==> config.mk <==
export PLATFORM = sky130hd
export DESIGN_NAME = gecko_mem_result_tracker
export DESIGN_NICKNAME = d
export VERILOG_FILES = /design/src/rtl/gecko_mem_result_tracker_pkg.sv /design/src/rtl/gecko_mem_result_tracker_fifo.sv /design/src/rtl/gecko_mem_result_tracker.sv
export SDC_FILE = /design/constraint.sdc
export NUM_CORES = 1
export LEC_CHECK = 0
export ABC_AREA = 0
export CAP_MARGIN = 20
export CORE_UTILIZATION = 47
export CTS_BUF_LIST = sky130_fd_sc_hd__clkbuf_4
export CTS_CLUSTER_SIZE = 28
export DETAILED_ROUTE_END_ITERATION = 6
export PLACE_DENSITY = 0.93
export SLEW_MARGIN = 30
export SYNTH_ARGS = -nofsm -noshare
export SYNTH_HDL_FRONTEND = slang
export SYNTH_SLANG_ARGS = --single-unit
==> constraint.sdc <==
create_clock -name clk -period 3 [get_ports clk]
set_input_delay 0.3 -clock clk [delete_from_list [all_inputs] [get_ports clk]]
set_output_delay 0.3 -clock clk [all_outputs]
set_load 0.1 [all_outputs]
==> src/rtl/gecko_mem_result_tracker_pkg.sv <==
// Shared types and helpers for the gecko data-memory result tracker.
//   - technology / output-stage mode selectors
//   - gecko_mem_operation_t : load/store command issued by execute
//   - gecko_operation_t     : register result handed to writeback port 1
//   - gecko_mem_tracker_stats_t : optional occupancy/stall statistics
//   - gecko_get_load_operation(): joins a command with its memory data word
package gecko_mem_result_tracker_pkg;

  localparam int unsigned GECKO_MEM_TRACKER_MAX_DEPTH = 64;
  localparam int unsigned GeckoMaxCountWidth = $clog2(GECKO_MEM_TRACKER_MAX_DEPTH + 1);

  typedef enum logic [1:0] {
    STD_TECHNOLOGY_FPGA_XILINX,
    STD_TECHNOLOGY_FPGA_INTEL,
    STD_TECHNOLOGY_GENERIC
  } std_technology_t;

  typedef enum logic {
    STREAM_PIPELINE_MODE_TRANSPARENT,
    STREAM_PIPELINE_MODE_REGISTERED
  } stream_pipeline_mode_t;

  // RV32 load funct3 encodings
  localparam logic [2:0] GeckoLoadLb  = 3'b000;
  localparam logic [2:0] GeckoLoadLh  = 3'b001;
  localparam logic [2:0] GeckoLoadLw  = 3'b010;
  localparam logic [2:0] GeckoLoadLbu = 3'b100;
  localparam logic [2:0] GeckoLoadLhu = 3'b101;

  typedef struct packed {
    logic [4:0] addr;          // destination register
    logic [2:0] op_type;       // load funct3
    logic [1:0] addr_lsb;      // byte offset within the 32-bit word
    logic       mispredicted;
  } gecko_mem_operation_t;

  typedef struct packed {
    logic [4:0]  addr;
    logic [31:0] value;
    logic        reg_write;
  } gecko_operation_t;

  typedef struct packed {
    logic [31:0]                   stall_cycles;
    logic [GeckoMaxCountWidth-1:0] max_outstanding;
  } gecko_mem_tracker_stats_t;

  // Extract and extend the addressed byte/half/word; mispredicted ops never write back.
  function automatic gecko_operation_t gecko_get_load_operation(gecko_mem_operation_t op,
                                                                logic [31:0] data);
    gecko_operation_t res;
    logic [31:0]      shifted;
    shifted       = data >> {op.addr_lsb, 3'b000};
    res.addr      = op.addr;
    res.reg_write = !op.mispredicted;
    case (op.op_type)
      GeckoLoadLb:  res.value = {{24{shifted[7]}}, shifted[7:0]};
      GeckoLoadLh:  res.value = {{16{shifted[15]}}, shifted[15:0]};
      GeckoLoadLbu: res.value = {24'b0, shifted[7:0]};
      GeckoLoadLhu: res.value = {16'b0, shifted[15:0]};
      default:      res.value = shifted;
    endcase
    return res;
  endfunction

endpackage

==> src/rtl/gecko_mem_result_tracker_fifo.sv <==
// gecko_mem_command_fifo: power-of-two circular FIFO of outstanding memory commands.
// Ports:
//   clk, rst            clock, synchronous active-high reset
//   push_valid_i/ready_o/data_i   enqueue side; ready = count < DEPTH (no full-bypass)
//   pop_i               dequeue the head (ignored when empty)
//   head_valid_o/data_o current head entry
//   count_o             occupancy, 0..DEPTH
module gecko_mem_command_fifo
  import gecko_mem_result_tracker_pkg::*;
#(
  parameter logic            CLOCK_INFO = 1'b0,
  parameter std_technology_t TECHNOLOGY = STD_TECHNOLOGY_FPGA_XILINX,
  parameter int unsigned     DEPTH      = 4,
  localparam int unsigned    CountWidth = $clog2(DEPTH + 1),
  localparam int unsigned    PtrWidth   = $clog2(DEPTH)
) (
  input  logic                  clk,
  input  logic                  rst,
  input  logic                  push_valid_i,
  output logic                  push_ready_o,
  input  gecko_mem_operation_t  push_data_i,
  input  logic                  pop_i,
  output logic                  head_valid_o,
  output gecko_mem_operation_t  head_data_o,
  output logic [CountWidth-1:0] count_o
);

  if (DEPTH < 2 || DEPTH > GECKO_MEM_TRACKER_MAX_DEPTH || (DEPTH & (DEPTH - 1)) != 0)
  begin : gen_bad_depth
    $error("DEPTH must be a power of two in 2..64");
  end

  // Only a single synchronous clock domain is supported.
  if (CLOCK_INFO != 1'b0) begin : gen_bad_clock
    $error("unsupported CLOCK_INFO");
  end

  logic [PtrWidth-1:0]   wr_ptr_q, wr_ptr_d, rd_ptr_q, rd_ptr_d;
  logic [CountWidth-1:0] count_q, count_d;
  logic                  push, pop;

  assign push_ready_o = (count_q < CountWidth'(DEPTH));
  assign head_valid_o = (count_q != '0);
  assign push         = push_valid_i && push_ready_o;
  assign pop          = pop_i && head_valid_o;
  assign count_o      = count_q;

  always_comb begin
    wr_ptr_d = wr_ptr_q;
    rd_ptr_d = rd_ptr_q;
    count_d  = count_q;
    // Pointers wrap for free because DEPTH is a power of two.
    if (push) wr_ptr_d = wr_ptr_q + 1'b1;
    if (pop)  rd_ptr_d = rd_ptr_q + 1'b1;
    unique case ({push, pop})
      2'b10:   count_d = count_q + 1'b1;
      2'b01:   count_d = count_q - 1'b1;
      default: ;
    endcase
  end

  always_ff @(posedge clk) begin
    if (rst) begin
      wr_ptr_q <= '0;
      rd_ptr_q <= '0;
      count_q  <= '0;
    end else begin
      wr_ptr_q <= wr_ptr_d;
      rd_ptr_q <= rd_ptr_d;
      count_q  <= count_d;
    end
  end

  if (TECHNOLOGY == STD_TECHNOLOGY_FPGA_XILINX) begin : gen_lutram
    (* ram_style = "distributed" *) gecko_mem_operation_t mem_q [DEPTH];
    always_ff @(posedge clk) begin
      if (push) mem_q[wr_ptr_q] <= push_data_i;
    end
    assign head_data_o = mem_q[rd_ptr_q];
  end else begin : gen_regs
    gecko_mem_operation_t mem_q [DEPTH];
    always_ff @(posedge clk) begin
      if (push) mem_q[wr_ptr_q] <= push_data_i;
    end
    assign head_data_o = mem_q[rd_ptr_q];
  end

endmodule

==> src/rtl/gecko_mem_result_tracker.sv <==
// gecko_mem_result_tracker: in-order tracker joining memory commands from execute with
// variable-latency data-memory responses and forwarding the result to writeback port 1.
// Ports:
//   clk, rst                        clock, synchronous active-high reset
//   mem_command_valid_i/ready_o/data_i    commands from execute
//   data_result_valid_i/ready_o/data_i    in-order responses from data memory
//   memory_result_valid_o/ready_i/data_o  joined result to writeback
//   outstanding_o                   command FIFO occupancy
//   orphan_error_o                  sticky: response with no pending non-mispredicted head
// Optional (GECKO_MEM_RESULT_TRACKER_STATS_EN defined):
//   stall_cycles_o                  saturating count of cycles with command valid && !ready
//   max_outstanding_o               occupancy high-water mark
module gecko_mem_result_tracker
  import gecko_mem_result_tracker_pkg::*;
#(
  parameter logic                  CLOCK_INFO    = 1'b0,
  parameter std_technology_t       TECHNOLOGY    = STD_TECHNOLOGY_FPGA_XILINX,
  parameter int unsigned           DEPTH         = 4,
  parameter stream_pipeline_mode_t PIPELINE_MODE = STREAM_PIPELINE_MODE_TRANSPARENT,
  localparam int unsigned          CountWidth    = $clog2(DEPTH + 1)
) (
  input  logic                  clk,
  input  logic                  rst,
  input  logic                  mem_command_valid_i,
  output logic                  mem_command_ready_o,
  input  gecko_mem_operation_t  mem_command_data_i,
  input  logic                  data_result_valid_i,
  output logic                  data_result_ready_o,
  input  logic [31:0]           data_result_data_i,
  output logic                  memory_result_valid_o,
  input  logic                  memory_result_ready_i,
  output gecko_operation_t      memory_result_data_o,
  output logic [CountWidth-1:0] outstanding_o,
  output logic                  orphan_error_o
`ifdef GECKO_MEM_RESULT_TRACKER_STATS_EN
  ,
  output logic [31:0]           stall_cycles_o,
  output logic [CountWidth-1:0] max_outstanding_o
`endif
);

  logic                 head_valid;
  gecko_mem_operation_t head_op;
  logic                 pop;
  logic                 join_valid, join_ready;
  gecko_operation_t     join_data;
  logic                 orphan_q, orphan_d;

  gecko_mem_command_fifo #(
    .CLOCK_INFO (CLOCK_INFO),
    .TECHNOLOGY (TECHNOLOGY),
    .DEPTH      (DEPTH)
  ) u_fifo (
    .clk          (clk),
    .rst          (rst),
    .push_valid_i (mem_command_valid_i),
    .push_ready_o (mem_command_ready_o),
    .push_data_i  (mem_command_data_i),
    .pop_i        (pop),
    .head_valid_o (head_valid),
    .head_data_o  (head_op),
    .count_o      (outstanding_o)
  );

  always_comb begin
    // A mispredicted head retires without waiting for (or consuming) memory data.
    join_valid          = head_valid && (head_op.mispredicted || data_result_valid_i);
    data_result_ready_o = head_valid && !head_op.mispredicted && join_ready;
    join_data           = gecko_get_load_operation(head_op, data_result_data_i);
    pop                 = join_valid && join_ready;
    orphan_d            = orphan_q ||
                          (data_result_valid_i && (!head_valid || head_op.mispredicted));
  end

  always_ff @(posedge clk) begin
    if (rst) orphan_q <= 1'b0;
    else     orphan_q <= orphan_d;
  end

  assign orphan_error_o = orphan_q;

  if (PIPELINE_MODE == STREAM_PIPELINE_MODE_REGISTERED) begin : gen_registered
    logic             out_valid_q, out_valid_d;
    gecko_operation_t out_data_q, out_data_d;

    // Accept whenever the register is empty or draining this cycle: 1 result/cycle.
    assign join_ready = !out_valid_q || memory_result_ready_i;

    always_comb begin
      out_valid_d = out_valid_q;
      out_data_d  = out_data_q;
      if (join_ready) begin
        out_valid_d = join_valid;
        if (join_valid) out_data_d = join_data;
      end
    end

    always_ff @(posedge clk) begin
      if (rst) out_valid_q <= 1'b0;
      else     out_valid_q <= out_valid_d;
    end

    always_ff @(posedge clk) begin
      out_data_q <= out_data_d;
    end

    assign memory_result_valid_o = out_valid_q;
    assign memory_result_data_o  = out_data_q;
  end else begin : gen_transparent
    assign join_ready            = memory_result_ready_i;
    assign memory_result_valid_o = join_valid;
    assign memory_result_data_o  = join_data;
  end

`ifdef GECKO_MEM_RESULT_TRACKER_STATS_EN
  gecko_mem_tracker_stats_t stats_q, stats_d;

  always_comb begin
    stats_d = stats_q;
    if (mem_command_valid_i && !mem_command_ready_o && stats_q.stall_cycles != '1) begin
      stats_d.stall_cycles = stats_q.stall_cycles + 32'd1;
    end
    if (GeckoMaxCountWidth'(outstanding_o) > stats_q.max_outstanding) begin
      stats_d.max_outstanding = GeckoMaxCountWidth'(outstanding_o);
    end
  end

  always_ff @(posedge clk) begin
    if (rst) stats_q <= '0;
    else     stats_q <= stats_d;
  end

  assign stall_cycles_o    = stats_q.stall_cycles;
  assign max_outstanding_o = stats_q.max_outstanding[CountWidth-1:0];
`endif

endmodule

==> results.md <==
- Across the whole layout, storage elements account for around 1500 um2.
- Data on the critical path is required at its endpoint by around 2.7 ns.
- Entering global routing, the biggest net connects 35 pins.
- The synthesized netlist occupies a cell area of 2780 um2.
- The area of the core region is 5610 um2.
- The utilization after layout is 79.7%.
- In this run the deepest clock path goes through 2 buffers.
- The initial utilization of the core area, before any placement, comes to just under 50%.
- The die is slightly below 80 um tall.
- In this design, the stage delay of the slowest critical-path cell is about 0.57 ns.
- Walking the worst path, the cells encountered are mux4_2 -> mux2i_2 -> mux2_4 -> clkinvlp_4 -> o211ai_4 -> buf_12 -> o21ai_2 -> buf_12.
- The depth of the worst register-to-register path is 9.
- The maximum fanout encountered on the critical timing path is 7.
- The relative area change from synthesis to final layout is 60.5%.
- The worst hold path cell count is 2.
- After the first detailed-routing iteration, the DRC count stood at between 70 and 80.
- The tree is rooted in a clkbuf_4.
- The flow ran to the end, but the final reports show violations.
- The number of buffers added to fix hold violations after cts is 0.
- The share of the clock period used by the worst path is 102%.
- In this run the remaining antenna-violating nets after routing total 0.
- The sum of net half-perimeters after detailed placement is about 5400 um.
- The max-slew violation total from the final report is 0.
- The via density per instance is between 5 and 6.
- Of the cells placed in the final design, the portion with a size suffix greater than 1 is between 30% and 40%.
- In this run the worst hold path is classified as reg2reg.
- The final reports fail on negative setup slack.
- The post-synthesis instance total is around 220.
- In this run the tool buffered the top-level ports with between 90 and 100 buffer cells.
- After detailed routing, the average wire length per cell comes to roughly 19 um.
- The uppermost signal routing layer after detailed routing is met4.
- In this run, synthesis produced a sequential element count of 54.
- The number of inserted filler cells in the final layout is around 300.
- The full die area is 6230 um2.
- The detailed-route wire length on metal 1 is ~2800 um.
- The initial antenna violation count was 0.
- The first global-routing pass estimated 11300 um of wire.
- After synthesis, the largest area contributor takes up between 40 and 50% of total cell area.
- The die is just under 80 um wide.
- The maximum level of the CTS H-tree is 2.
- TritonCTS built the clock tree.
- The number of placement rows is 27.
- The library cell used most frequently in the layout, excluding fill and tap cells, is clkdlybuf4s50_1.
- During synthesis, Yosys emitted a total of 0 warnings.
- The clock drives 54 sinks.
- Counting flops with a built-in enable in the synthesized netlist gives between 40 and 50.
- The detailed-route wire length is roughly 7400 um.
- By instance count, the cell type seen most on the critical path is buf_12.
- The number of violations of the max-capacitance limit is 0.
- For this run, the leading register cell type out of synthesis is edfxtp_1.
- The maximum achievable frequency is ~330 MHz.
- The final weighted congestion in routability-driven placement is roughly 0.86.
- The worst path setup slack after routing is -0.0648 ns.
- The total routing resource utilization after global routing is around 24%.
- Counting distinct cell types in the post-synthesis netlist gives 32.
- The sequential-to-total area share from yosys stat is a little over half.
- The number of setup violations in the final report is 13.
- The post-synthesis cell type with the largest combined area is edfxtp_1.
- The via count of the first global-routing pass is roughly 2400.
- In the routed design, unresolved DRC markers number 0.
- For this design, the slowest cell found on the critical path is mux4_2.
- The met3 wire length is about 520 um.
- The worst setup path is captured at a primary output.
- In this run the count of I/O pins placed on the die edge is a little over 90.
- The total count of hold-check failures in the final report came to 0.
- In the final design database the tool counted 375 nets.
- The total nets after synthesis is ~280.
- The launching element type of the critical path is a register.
- The share of async-settable or async-resettable flops after synthesis is 0%.
- The combined area of the multi-input logic cells is between 1000 and 1500 um2.
- In the layout the commonest cells are 48 x clkdlybuf4s50_1, 44 x edfxtp_1, 35 x buf_12.
- The worst-margin pin slew is 0.969 ns.
- The final worst clock skew is approximately 0.022 ns.
- The source-to-sink clock delay at the later pin of the worst-skew pair is ~0.37 ns.
- The total vias in the final route is roughly 2200.
- The data arrival at the endpoint of the critical path is roughly 2.8 ns.
- The worst setup path category is reg2out.
- Before CTS, the worst setup slack after placement is about 0.23 ns.
- The average footprint of a synthesized cell is ~13 um2.
- The repair_antennas step left the layout with diodes totalling 0.
- Setup repair after global routing could not meet its margin everywhere.
- The aggregate global routing overflow is 0.
- The clock buffer count from CTS is 5.
- After clock tree synthesis, the clock-pin slew on the worst setup and hold paths is 0.15 ns.
- The minimum period implied by the final worst setup slack is 3.06 ns.
- The met2 wire length is around 4000 um.
- The number of detailed-route iterations in the first pass is 4.
- By area the synthesized netlist is led by edfxtp_1 47%, dfxtp_1 7.2%, mux4_1 6.6%.
- Headroom to the max-slew limit came out at 35.2%.
[cell usage after synthesis (2+ instances only)]
cell	number
buf_6	2
and2_1	10
dfxtp_1	10
xnor2_1	2
edfxtp_1	44
mux4_1	7
nor2_1	15
a211oi_1	7
a21oi_1	18
mux2i_1	16
buf_4	2
ha_1	5
clkbuf_1	7
o21a_1	2
mux4_2	4
nand2_1	17
o21ai_0	19
xor2_1	3
inv_1	10
nor2b_1	10
[registers in the layout, indices dropped and copies added (netlist names), named ones only]
register                 flops
u_fifo.gen_lutram.mem_q     44
u_fifo.count_o               3
u_fifo.rd_ptr_q              2
orphan_error_o               1
u_fifo.wr_ptr_q              2
[layout make-up]
class | count | area share (%)
Clock inverter | 2 | 0.840
Multi-Input combinational cell | 146 | 30.6
Sequential cell | 54 | 34.1
Inverter | 10 | 0.924
Tap cell | 72 | 2.02
Timing Repair Buffer | 104 | 30.5
Clock buffer | 6 | 1.01
[through the flow]
step	cell area [um2]	hold slack (ns)	setup TNS, ns	cells
final	4470	0.484	-0.437	394
after floorplan	2980	0.399	-2.58	222
after global placement	4260	0.437	0	383
after CTS	4410	0.487	0	392
after global routing	4470	0.515	-2.09	394
after detailed placement	4260	0.467	0	383
[metal layers]
layer	global-route usage, %	up-vias
met1	26.4	1043
met2	44.9	100
li1	-	1023
met3	5.52	16
met4	9.64	0
met5	0	-
[final timing paths]
kind | from | endpoint | slack (ns)
hold reg to reg | orphan_error_o | orphan_error_o | 0.48
setup reg to reg | register | u_fifo.count_o[2] | 0.56
setup / recovery | u_fifo.gen_lutram.mem_q[3][2] | memory_result_data_o[17] | -0.06
hold / removal | orphan_error_o | orphan_error_o | 0.48
[timing repair]
| item | in CTS | in global routing |
|---|---|---|
| endpoints found under the setup margin | 24 | 24 |
| cloned | 0 | 1 |
| resized for setup | 14 | 6 |
| setup buffers | 1 | 1 |
| pin swaps | 2 | 6 |
[worst max-delay path: cells and delay by family, from the launching register on]
kind,cells,cell delay (ns)
DFF,1,0.42
muxes,3,1.07
buffers and inverters,3,0.50
AOI/OAI and AO/OA,2,0.38
[cells by family (layout without fill, tap and decap cells)]
kind of cell,count (synthesis),in the layout,synth area share [%]
and+or+nand+nor,57,57,9.98
DFF,54,54,54.7
AOI/OAI and AO/OA,49,49,10.1
muxes,29,29,16.9
buffers and inverters,22,122,3.78
adders and majority gates,6,6,2.97
xor gates and xnor gates,5,5,1.57
Power is not shown: default switching activity piles up to over one toggle a cycle in this logic, so the estimate is an artifact.
